### src/rtl/sccb_target_responder_if.sv
// sccb_target_responder_if: SCCB bus pins and external register-file port of the target responder.
interface sccb_target_responder_if;
  logic       scl_in;
  logic       sda_in;
  logic       sda_oe;
  logic       reg_wr_en;
  logic [7:0] reg_addr;
  logic [7:0] reg_wdata;
  logic [7:0] reg_rdata;
  logic       busy;
  logic       wr_done;
  modport slave (
    input  scl_in, sda_in, reg_rdata,
    output sda_oe, reg_wr_en, reg_addr, reg_wdata, busy, wr_done
  );
  modport master (
    output scl_in, sda_in, reg_rdata,
    input  sda_oe, reg_wr_en, reg_addr, reg_wdata, busy, wr_done
  );
endinterface

### src/rtl/sccb_target_responder.sv
// sccb_target_responder: oversampled SCCB/I2C target decoding register writes (burst, 8-bit pointer wrap).
// Register reads are served only when SCCB_TARGET_READ_EN is defined.
module sccb_target_responder #(
  parameter logic [6:0] DEV_ADDR    = 7'h21,
  parameter int         SYNC_STAGES = 2
) (
  input logic                    clk,
  input logic                    reset,
  sccb_target_responder_if.slave bus
);
  typedef enum logic [3:0] {
    S_IDLE, S_DEV, S_DEV_ACK, S_REG, S_REG_ACK, S_VAL, S_VAL_ACK,
`ifdef SCCB_TARGET_READ_EN
    S_RD_BYTE, S_RD_ACK,
`endif
    S_IGNORE
  } state_t;
`ifdef SCCB_TARGET_READ_EN
  localparam bit RD_EN = 1'b1;
  logic       rd_q, rd_d;
  logic [7:0] rd_sh_q, rd_sh_d;
`else
  localparam bit RD_EN = 1'b0;
  logic [7:0] unused_rdata;
  assign unused_rdata = bus.reg_rdata;
`endif
  state_t                 state_q, state_d;
  logic [SYNC_STAGES-1:0] scl_sync_q, scl_sync_d, sda_sync_q, sda_sync_d;
  logic                   scl_h_q, scl_h_d, sda_h_q, sda_h_d;
  logic [3:0]             bit_cnt_q, bit_cnt_d;
  logic [7:0]             shift_q, shift_d;
  logic [7:0]             reg_addr_q, reg_addr_d;
  logic [7:0]             reg_wdata_q, reg_wdata_d;
  logic                   reg_wr_en_q, reg_wr_en_d;
  logic                   sda_oe_q, sda_oe_d;
  logic                   busy_q, busy_d;
  logic                   wr_done_q, wr_done_d;
  logic                   wrote_q, wrote_d;
  logic                   ack_ph_q, ack_ph_d;
  logic                   scl_s, sda_s, scl_rise, scl_fall, start, stop;
  logic                   rx_state, byte_done;
  logic [7:0]             rx_byte;
  always_comb begin
    scl_sync_d = {scl_sync_q[SYNC_STAGES-2:0], bus.scl_in};
    sda_sync_d = {sda_sync_q[SYNC_STAGES-2:0], bus.sda_in};
    scl_s      = scl_sync_q[SYNC_STAGES-1];
    sda_s      = sda_sync_q[SYNC_STAGES-1];
    scl_h_d    = scl_s;
    sda_h_d    = sda_s;
    scl_rise   = scl_s & ~scl_h_q;
    scl_fall   = ~scl_s & scl_h_q;
    // SCL must be high in both samples, so an SCL edge never doubles as START/STOP
    start      = scl_s & scl_h_q & ~sda_s & sda_h_q;
    stop       = scl_s & scl_h_q & sda_s & ~sda_h_q;
    rx_state   = state_q == S_DEV || state_q == S_REG || state_q == S_VAL;
    rx_byte    = {shift_q[6:0], sda_s};
    byte_done  = scl_rise && bit_cnt_q == 4'd7;
  end
  always_comb begin
    state_d     = state_q;
    bit_cnt_d   = bit_cnt_q;
    shift_d     = shift_q;
    reg_addr_d  = reg_addr_q;
    reg_wdata_d = reg_wdata_q;
    reg_wr_en_d = 1'b0;
    sda_oe_d    = sda_oe_q;
    busy_d      = busy_q;
    wr_done_d   = 1'b0;
    wrote_d     = wrote_q;
    ack_ph_d    = ack_ph_q;
`ifdef SCCB_TARGET_READ_EN
    rd_d        = rd_q;
    rd_sh_d     = rd_sh_q;
`endif
    if (stop) begin
      state_d   = S_IDLE;
      sda_oe_d  = 1'b0;
      busy_d    = 1'b0;
      wr_done_d = wrote_q;
      wrote_d   = 1'b0;
    end else if (start) begin
      state_d   = S_DEV;
      bit_cnt_d = 4'd0;
      sda_oe_d  = 1'b0;
      ack_ph_d  = 1'b0;
    end else begin
      if (rx_state && scl_rise) begin
        shift_d   = rx_byte;
        bit_cnt_d = bit_cnt_q + 4'd1;
      end
      case (state_q)
        S_DEV: if (byte_done) begin
          ack_ph_d = 1'b0;
          if (rx_byte[7:1] == DEV_ADDR && (!rx_byte[0] || RD_EN)) begin
            state_d = S_DEV_ACK;
            busy_d  = 1'b1;
          end else state_d = S_IGNORE;
`ifdef SCCB_TARGET_READ_EN
          rd_d = rx_byte[0];
`endif
        end
        S_REG: if (byte_done) begin
          reg_addr_d = rx_byte;
          ack_ph_d   = 1'b0;
          state_d    = S_REG_ACK;
        end
        S_VAL: if (byte_done) begin
          reg_wdata_d = rx_byte;
          reg_wr_en_d = 1'b1;
          wrote_d     = 1'b1;
          ack_ph_d    = 1'b0;
          state_d     = S_VAL_ACK;
        end
        S_DEV_ACK, S_REG_ACK, S_VAL_ACK: if (scl_fall) begin
          if (!ack_ph_q) begin
            sda_oe_d = 1'b1;
            ack_ph_d = 1'b1;
          end else begin
            sda_oe_d   = 1'b0;
            ack_ph_d   = 1'b0;
            bit_cnt_d  = 4'd0;
            state_d    = state_q == S_DEV_ACK ? S_REG : S_VAL;
            reg_addr_d = state_q == S_VAL_ACK ? reg_addr_q + 8'd1 : reg_addr_q;
`ifdef SCCB_TARGET_READ_EN
            // the ACK-release edge also puts the first read bit on the bus
            if (state_q == S_DEV_ACK && rd_q) begin
              state_d  = S_RD_BYTE;
              rd_sh_d  = bus.reg_rdata;
              sda_oe_d = ~bus.reg_rdata[7];
            end
`endif
          end
        end
`ifdef SCCB_TARGET_READ_EN
        S_RD_BYTE: begin
          if (scl_rise) bit_cnt_d = bit_cnt_q + 4'd1;
          if (scl_fall) begin
            if (bit_cnt_q == 4'd8) begin
              sda_oe_d = 1'b0;
              ack_ph_d = 1'b0;
              state_d  = S_RD_ACK;
            end else begin
              sda_oe_d = ~rd_sh_q[6];
              rd_sh_d  = {rd_sh_q[6:0], 1'b0};
            end
          end
        end
        S_RD_ACK: begin
          if (scl_rise) begin
            if (sda_s) begin
              state_d = S_IGNORE;
              busy_d  = 1'b0;
            end else begin
              reg_addr_d = reg_addr_q + 8'd1;
              ack_ph_d   = 1'b1;
            end
          end else if (scl_fall && ack_ph_q) begin
            state_d   = S_RD_BYTE;
            bit_cnt_d = 4'd0;
            ack_ph_d  = 1'b0;
            rd_sh_d   = bus.reg_rdata;
            sda_oe_d  = ~bus.reg_rdata[7];
          end
        end
`endif
        S_IGNORE: sda_oe_d = 1'b0;
        default: ;
      endcase
    end
  end
  always_ff @(posedge clk or posedge reset) begin
    if (reset) begin
      scl_sync_q  <= '1;
      sda_sync_q  <= '1;
      scl_h_q     <= 1'b1;
      sda_h_q     <= 1'b1;
      state_q     <= S_IDLE;
      bit_cnt_q   <= 4'd0;
      shift_q     <= 8'h00;
      reg_addr_q  <= 8'h00;
      reg_wdata_q <= 8'h00;
      reg_wr_en_q <= 1'b0;
      sda_oe_q    <= 1'b0;
      busy_q      <= 1'b0;
      wr_done_q   <= 1'b0;
      wrote_q     <= 1'b0;
      ack_ph_q    <= 1'b0;
`ifdef SCCB_TARGET_READ_EN
      rd_q        <= 1'b0;
      rd_sh_q     <= 8'h00;
`endif
    end else begin
      scl_sync_q  <= scl_sync_d;
      sda_sync_q  <= sda_sync_d;
      scl_h_q     <= scl_h_d;
      sda_h_q     <= sda_h_d;
      state_q     <= state_d;
      bit_cnt_q   <= bit_cnt_d;
      shift_q     <= shift_d;
      reg_addr_q  <= reg_addr_d;
      reg_wdata_q <= reg_wdata_d;
      reg_wr_en_q <= reg_wr_en_d;
      sda_oe_q    <= sda_oe_d;
      busy_q      <= busy_d;
      wr_done_q   <= wr_done_d;
      wrote_q     <= wrote_d;
      ack_ph_q    <= ack_ph_d;
`ifdef SCCB_TARGET_READ_EN
      rd_q        <= rd_d;
      rd_sh_q     <= rd_sh_d;
`endif
    end
  end
  assign bus.sda_oe    = sda_oe_q;
  assign bus.reg_wr_en = reg_wr_en_q;
  assign bus.reg_addr  = reg_addr_q;
  assign bus.reg_wdata = reg_wdata_q;
  assign bus.busy      = busy_q;
  assign bus.wr_done   = wr_done_q;
endmodule

### src/flat_wrapper.sv
// flat-port wrapper written by rule: the top's interface ports become plain ports
module sccb_target_responder_flat 
#(
  parameter logic [6:0] DEV_ADDR    = 7'h21,
  parameter int         SYNC_STAGES = 2
)
  (clk, reset, bus_scl_in, bus_sda_in, bus_reg_rdata, bus_sda_oe, bus_reg_wr_en, bus_reg_addr, bus_reg_wdata, bus_busy, bus_wr_done);
  sccb_target_responder_if bus_i ();
  input logic clk;
  input logic reset;
  input wire logic [$bits(bus_i.scl_in)-1:0] bus_scl_in;
  input wire logic [$bits(bus_i.sda_in)-1:0] bus_sda_in;
  input wire logic [$bits(bus_i.reg_rdata)-1:0] bus_reg_rdata;
  output wire logic [$bits(bus_i.sda_oe)-1:0] bus_sda_oe;
  output wire logic [$bits(bus_i.reg_wr_en)-1:0] bus_reg_wr_en;
  output wire logic [$bits(bus_i.reg_addr)-1:0] bus_reg_addr;
  output wire logic [$bits(bus_i.reg_wdata)-1:0] bus_reg_wdata;
  output wire logic [$bits(bus_i.busy)-1:0] bus_busy;
  output wire logic [$bits(bus_i.wr_done)-1:0] bus_wr_done;
  assign bus_i.scl_in = bus_scl_in;
  assign bus_i.sda_in = bus_sda_in;
  assign bus_i.reg_rdata = bus_reg_rdata;
  assign bus_sda_oe = bus_i.sda_oe;
  assign bus_reg_wr_en = bus_i.reg_wr_en;
  assign bus_reg_addr = bus_i.reg_addr;
  assign bus_reg_wdata = bus_i.reg_wdata;
  assign bus_busy = bus_i.busy;
  assign bus_wr_done = bus_i.wr_done;
  sccb_target_responder #(.DEV_ADDR(DEV_ADDR), .SYNC_STAGES(SYNC_STAGES)) u_core (.clk(clk), .reset(reset), .bus(bus_i));
endmodule
### config.mk
export PLATFORM = sky130hd
export DESIGN_NAME = sccb_target_responder_flat
export DESIGN_NICKNAME = d
export VERILOG_FILES = /design/src/rtl/sccb_target_responder_if.sv /design/src/rtl/sccb_target_responder.sv /design/src/flat_wrapper.sv
export SDC_FILE = /design/constraint.sdc
export NUM_CORES = 1
export LEC_CHECK = 0
export CORE_UTILIZATION = 30
export CTS_BUF_LIST = sky130_fd_sc_hd__clkbuf_16
export DETAILED_ROUTE_END_ITERATION = 12
export GPL_TIMING_DRIVEN = 0
export HOLD_SLACK_MARGIN = 0.05
export PLACE_DENSITY = 0.55
export SETUP_SLACK_MARGIN = 0.5
export SLEW_MARGIN = 15
export SYNTH_ARGS = -nofsm -noshare
export SYNTH_HDL_FRONTEND = slang
export SYNTH_SLANG_ARGS = --single-unit
### constraint.sdc
create_clock -name clk -period 4.15 [get_ports clk]
set_input_delay 0.83 -clock clk [delete_from_list [all_inputs] [get_ports clk]]
set_output_delay 0.83 -clock clk [all_outputs]
set_load 0.01 [all_outputs]
======== Yosys cells after proc, flatten, opt, wreduce, memory -nomap -nowiden ========
Index checks and enable logic that the tools add are counted.
storage, ports and cells
  input port bits ......................... 12
  word-level logic and storage cells ...... 117
  register bits after elaboration ......... 43
operators by class
  eq/ne operators ......................... 21
  bitwise gates (word level) .............. 13
  reduce and logical (&&, ||, !) cells .... 24
  add/sub/neg operators ................... 2
  muxes and demuxes ....................... 42
operator list
  cell                   number
  $mux W4                12
  $mux W8                4
  $eq A4 B3 Y1 const B   5
  $mux W1                20
  $ne A4 B1 Y1 const B   5
  $pmux W4 S4            1
  $pmux W8 S2            1
  $reduce_and A4 Y1      3
  $reduce_bool A2 Y1     5
  $add A8 B1 Y8 const B  1
  $eq A4 B2 Y1 const B   2
  $ne A2 B1 Y1 const B   4
  $and A1 B1 Y1          7
  $eq A7 B6 Y1 const B   1
  $reduce_and A7 Y1      1
  $mux W3                2
  $ne A3 B1 Y1 const B   2
  $not A1 Y1             6
  $reduce_and A3 Y1      2
  $reduce_and A6 Y1      1
  $reduce_bool A6 Y1     1
  $reduce_or A3 Y1       2
  $add A4 B1 Y4 const B  1
  $eq A4 B1 Y1 const B   1
  8 further kinds        12

======== Logic depth before layout (Yosys ltp) ========
  depth in word-level cells ............... 9
  depth in mapped cells ................... 6
  mapped depth without buffers ............ 5

======== Worst setup path after synthesis ========
OpenSTA, ideal clock, no wires.
  path type ............................... register to register
  from .................................... reg u_core.scl_sync_q[1]
  to ...................................... reg u_core.reg_wdata_q[0], in the netlist u_core.bus.reg_wdata[0]
  path slack .............................. 2.458 ns
  data arrival time ....................... 1.567 ns
  path buffers ............................ 1
  stages on the path, launching flop included .. 6
  library setup time ...................... 0.125 ns
  cells stage by stage .................... dfstp_2 > and3b_1 > buf_4 > nand2_4 > nor3_4 > mux2_2
on the way
  longest elaborated chain between the ends .. 5
  elaborated cells between the ends (all ways) .. 10
RTL lines
  item                                           RTL line                                                  text
  start, declared                                sccb_target_responder.sv:28                               logic [SYNC_STAGES-1:0] scl_sync_q, scl_sync_d, sda_sync_q, sda_sync_d;
  start signal, assigned                         sccb_target_responder.sv:193                              scl_sync_q <= scl_sync_d;
  $and A1 B1 Y1                                  sccb_target_responder.sv:53, sccb_target_responder.sv:54
  $and A1 B1 Y1 (on tied branches) (2 in a row)  sccb_target_responder.sv:53, sccb_target_responder.sv:54
  $not A1 Y1 (no line)                           -
  $reduce_and A4 Y1 (no line) *                  -
  end signal, assigned                           sccb_target_responder.sv:201                              reg_wdata_q <= reg_wdata_d;
  end, declared                                  sccb_target_responder.sv:33                               logic [7:0] reg_wdata_q, reg_wdata_d;
Mark *: on every way between the ends. The rest lies on a longest branch, timed or not.
A chain may end at the register's enable or synchronous reset.

======== Final worst setup path ========
  from .................................... reg u_core.reg_addr_q[4], in the netlist u_core.bus.reg_addr[4]
  to ...................................... out bus_reg_addr[4]
RTL lines
  item                    RTL line                      text
  start, declared         sccb_target_responder.sv:32   logic [7:0] reg_addr_q, reg_addr_d;
  start signal, assigned  sccb_target_responder.sv:200  reg_addr_q <= reg_addr_d;
  end, declared           flat_wrapper.sv:16            output wire logic [$bits(bus_i.reg_addr)-1:0] bus_reg_addr;
No word-level cell between the ends.

==> flow_metrics.env <==
export IMPL_outcome="finished, violations left"
export IMPL_violations="design-rule violations"
export IMPL_synth_edf_count=0
export IMPL_grt_pass1_wl_mm=7.35
export IMPL_syn_area_um2=2010
export IMPL_worst_slack_ns=1.96
export IMPL_worst_slew_pin_slew_ns=0.719
export IMPL_synthTopCellsByArea="dfrtp_1 45%, dfstp_2 7.8%, nand2_1 7.3%, mux2_2 5.0%, a2bb2oi_1 3.0%"
export IMPL_ys_seq_elements=42
export IMPL_swShare=0.278
export IMPL_drt_pass1_iter_count=8
export IMPL_num_vias=1543
export IMPL_top_layer_used="met4"
export IMPL_met3WireLength_um=140
export IMPL_finalWirelength_mm=4.24
export IMPL_critPathTopFamily="buffers and inverters"
export IMPL_relSlewSlack=0.520
export IMPL_synth_warning_count=0
export IMPL_yosys_area_top_type_share=0.448
export IMPL_grt_pass1_vias=1525
export IMPL_drv_cap=0
export IMPL_synthCells=192
export IMPL_cts_sinks=42
export IMPL_post_drt_wl_per_cell_um=14.1
export IMPL_p_sw_w=0.000283
export IMPL_die_w_um=83.9
export IMPL_synth_fp_nets=206
export IMPL_cellLeakagePower_nw=1.15
export IMPL_antenna_found_initial=0
export IMPL_multiInputGateArea_um2=907
export IMPL_cts_buffer_depth=2
export IMPL_hold_viol_final=0
export IMPL_cts_resized_gates=0
export IMPL_worstPathArrival_ns=1.36
export IMPL_p_per_area_nw_per_um2=407
export IMPL_grt_usage=0.131
export IMPL_htreeDepth=2
export IMPL_seq_area_frac_synth=0.526
export IMPL_seqPwrFrac=0.507
export IMPL_synthArstFlopShare=1.00
export IMPL_fin_skew_ns=0.00528
export IMPL_hold_path_class="register to register"
export IMPL_io_buffers=23
export IMPL_cts_tree="done"
export IMPL_p_int_w=0.000736
export IMPL_combPwrFrac=0.119
export IMPL_die_y_um=83.9
export IMPL_met2RoutedLength_mm=1.90
export IMPL_critPathKind="register to output port"
export IMPL_fin_tns_setup_ns=0
export IMPL_synth_area_per_cell_um2=10.5
export IMPL_clock_fmax_ghz=0.457
export IMPL_slew_viol_final=0
export IMPL_cp_end_kind="output port"
export IMPL_clk_pin_slew_ns=0.06
export IMPL_ioPinCount=32
export IMPL_final_setup_viol_count=0
export IMPL_cts_hold_fix_buffers=0
export IMPL_synth_flop_cell="dfrtp_1"
export IMPL_drive_gt1_frac=0.165
export IMPL_routabilityCongestion=0.797
export IMPL_fin_crit_sh=0.528
export IMPL_finalPower_w=0.00102
export IMPL_clock_latency_ns=0.28
export IMPL_rows=29
export IMPL_synth_largest_area_cell="dfrtp_1"
export IMPL_antenna_cells=0
export IMPL_die_area_um2=7040
export IMPL_fin_crit_ns=2.19
export IMPL_grt_overflow=0
export IMPL_fill_cells=633
export IMPL_areaGrowthSynthToFinish_pct=24.4
export IMPL_cp_max_fo=8
export IMPL_drt_iter0_markers=118
export IMPL_post_cts_repair_setup_buffers=0
export IMPL_worstPathRequired_ns=3.32
export IMPL_seq_area_um2=1060
export IMPL_critPathLaunchType="register"
export IMPL_dp_slack_ns=2.21
export IMPL_ir_drop_mv=0.175
export IMPL_synth_distinct_cells=47
export IMPL_path_buf_inv=1
export IMPL_hpwl_mm=2.94
export IMPL_drcViolationCount=1
export IMPL_max_stage_delay_ns=0.59
export IMPL_routed_via_density=5.13
export IMPL_fin_nets=237
export IMPL_p_clk_frac=0.374
export IMPL_crit_path_cell_trace="clkdlybuf4s50_1"
export IMPL_rsz0062_at_grt="no"
export IMPL_initial_core_util=0.313
export IMPL_numCtsBuffers=5
export IMPL_cp_slowest_cell="clkdlybuf4s50_1"
export IMPL_core_area_um2=6420
export IMPL_wl_met1_mm=2.12
export IMPL_grt_max_degree=28
export IMPL_ant_nets=0
export IMPL_root_buffer="clkbuf_16"
==> synth_stat cells, types with 3 or more instances <==
cell type	number
nand2_1	39
o21ai_0	7
and3b_1	3
nand3_1	6
dfrtp_1	36
nor2_1	7
dfstp_2	6
a21oi_1	8
inv_1	3
a2bb2oi_1	7
mux2_2	9
nor3_1	7
buf_2	4
and2_1	3
==> layer usage <==
layer / vias to the layer above / track usage
met5: - / 0
met4: 0 / 0.0533
met3: 5 / 0.0267
met2: 32 / 0.206
met1: 749 / 0.175
li1: 757 / -
==> registers in the layout, indices dropped and copies added, names as in the netlist, 2 cells and up <==
signal and cells:
u_core.state_q 3, u_core.bus.reg_addr 8, u_core.bit_cnt_q 4, u_core.bus.reg_wdata 8, u_core.sda_sync_q 2, u_core.scl_sync_q 2, u_core.shift_q 7
==> layout make-up <==
class | instances | share of cell area
clock buffer | 5 | 0.0500
timing repair buffer | 24 | 0.100
clock inverter | 3 | 0.00800
buffer | 7 | 0.0140
tap | 77 | 0.0385
inverter | 3 | 0.00450
sequential | 42 | 0.423
multi-input combinational | 140 | 0.362
==> final timing paths <==
check,from,end,slack (ns),cells past startpoint
hold / removal,u_core.sda_sync_q[0]$_DFF_PP1_,u_core.sda_sync_q[1]$_DFF_PP1_,0.36,0
setup reg to reg,u_core.bit_cnt_q[0]$_DFFE_PP0P_,u_core.bus.reg_wdata[3]$_DFFE_PP0P_,2.23,6
max in group asynchronous,reset,u_core.bus.reg_addr[0]$_DFFE_PP0P_,2.86,3
setup / recovery,u_core.bus.reg_addr[4]$_DFFE_PP0P_,bus_reg_addr[4],1.96,1
hold reg to reg,u_core.sda_sync_q[0]$_DFF_PP1_,u_core.sda_sync_q[1]$_DFF_PP1_,0.36,0
min in group asynchronous,reset,u_core.bus.reg_wdata[0]$_DFFE_PP0P_,0.83,2
==> placed cells by master, fill, tap and decap left out, types with 4 or more instances in the layout <==
cell type	instances
o21ai_0	7
mux2_2	9
clkdlybuf4s50_1	23
buf_2	4
a21oi_1	8
nor2_1	7
nor3_1	7
clkbuf_16	5
a2bb2oi_1	7
dfstp_2	6
nand2_1	39
dfrtp_1	36
nand3_1	6
==> metrics by stage <==
| step | instances | utilization | instance area (um2) | hold WS, ns |
|---|---|---|---|---|
| 6_report | 301 | 0.390 | 2500 | 0.357 |
| 5_1_grt | 301 | 0.390 | 2500 | 0.367 |
| 4_1_cts | 301 | 0.390 | 2500 | 0.358 |
| 3_5_place_dp | 293 | 0.367 | 2360 | 0.348 |
| 3_3_place_gp | 292 | 0.364 | 2340 | 0.346 |
| 2_1_floorplan | 192 | - | 2010 | 0.345 |
==> power by group through the flow <==
stage | Combinational [W] | Clock (W) | Sequential [W]
finish | 0.000121 | 0.000381 | 0.000517
global placement | 0.000116 | 0 | 0.000524
CTS | 0.000123 | 0.000396 | 0.000517
global route | 0.000142 | 0.000411 | 0.000526
detailed placement | 0.000122 | 0 | 0.000524
floorplan | 0.0000967 | 0 | 0.000501
==> cell families (layout without fill, tap and decap cells) <==
| family | Yosys count | after routing | synth area share |
|---|---|---|---|
| AO/OA/AOI/OAI | 41 | 41 | 0.147 |
| XOR/XNOR | 1 | 1 | 0.00435 |
| adder cells (fa/ha/maj) | 2 | 2 | 0.0124 |
| buffers and inverters | 10 | 42 | 0.0230 |
| flip-flops | 42 | 42 | 0.526 |
| multiplexers | 11 | 11 | 0.0603 |
| AND/OR/NAND/NOR | 85 | 85 | 0.226 |
Note: power is estimated with default switching activity, not from simulation.
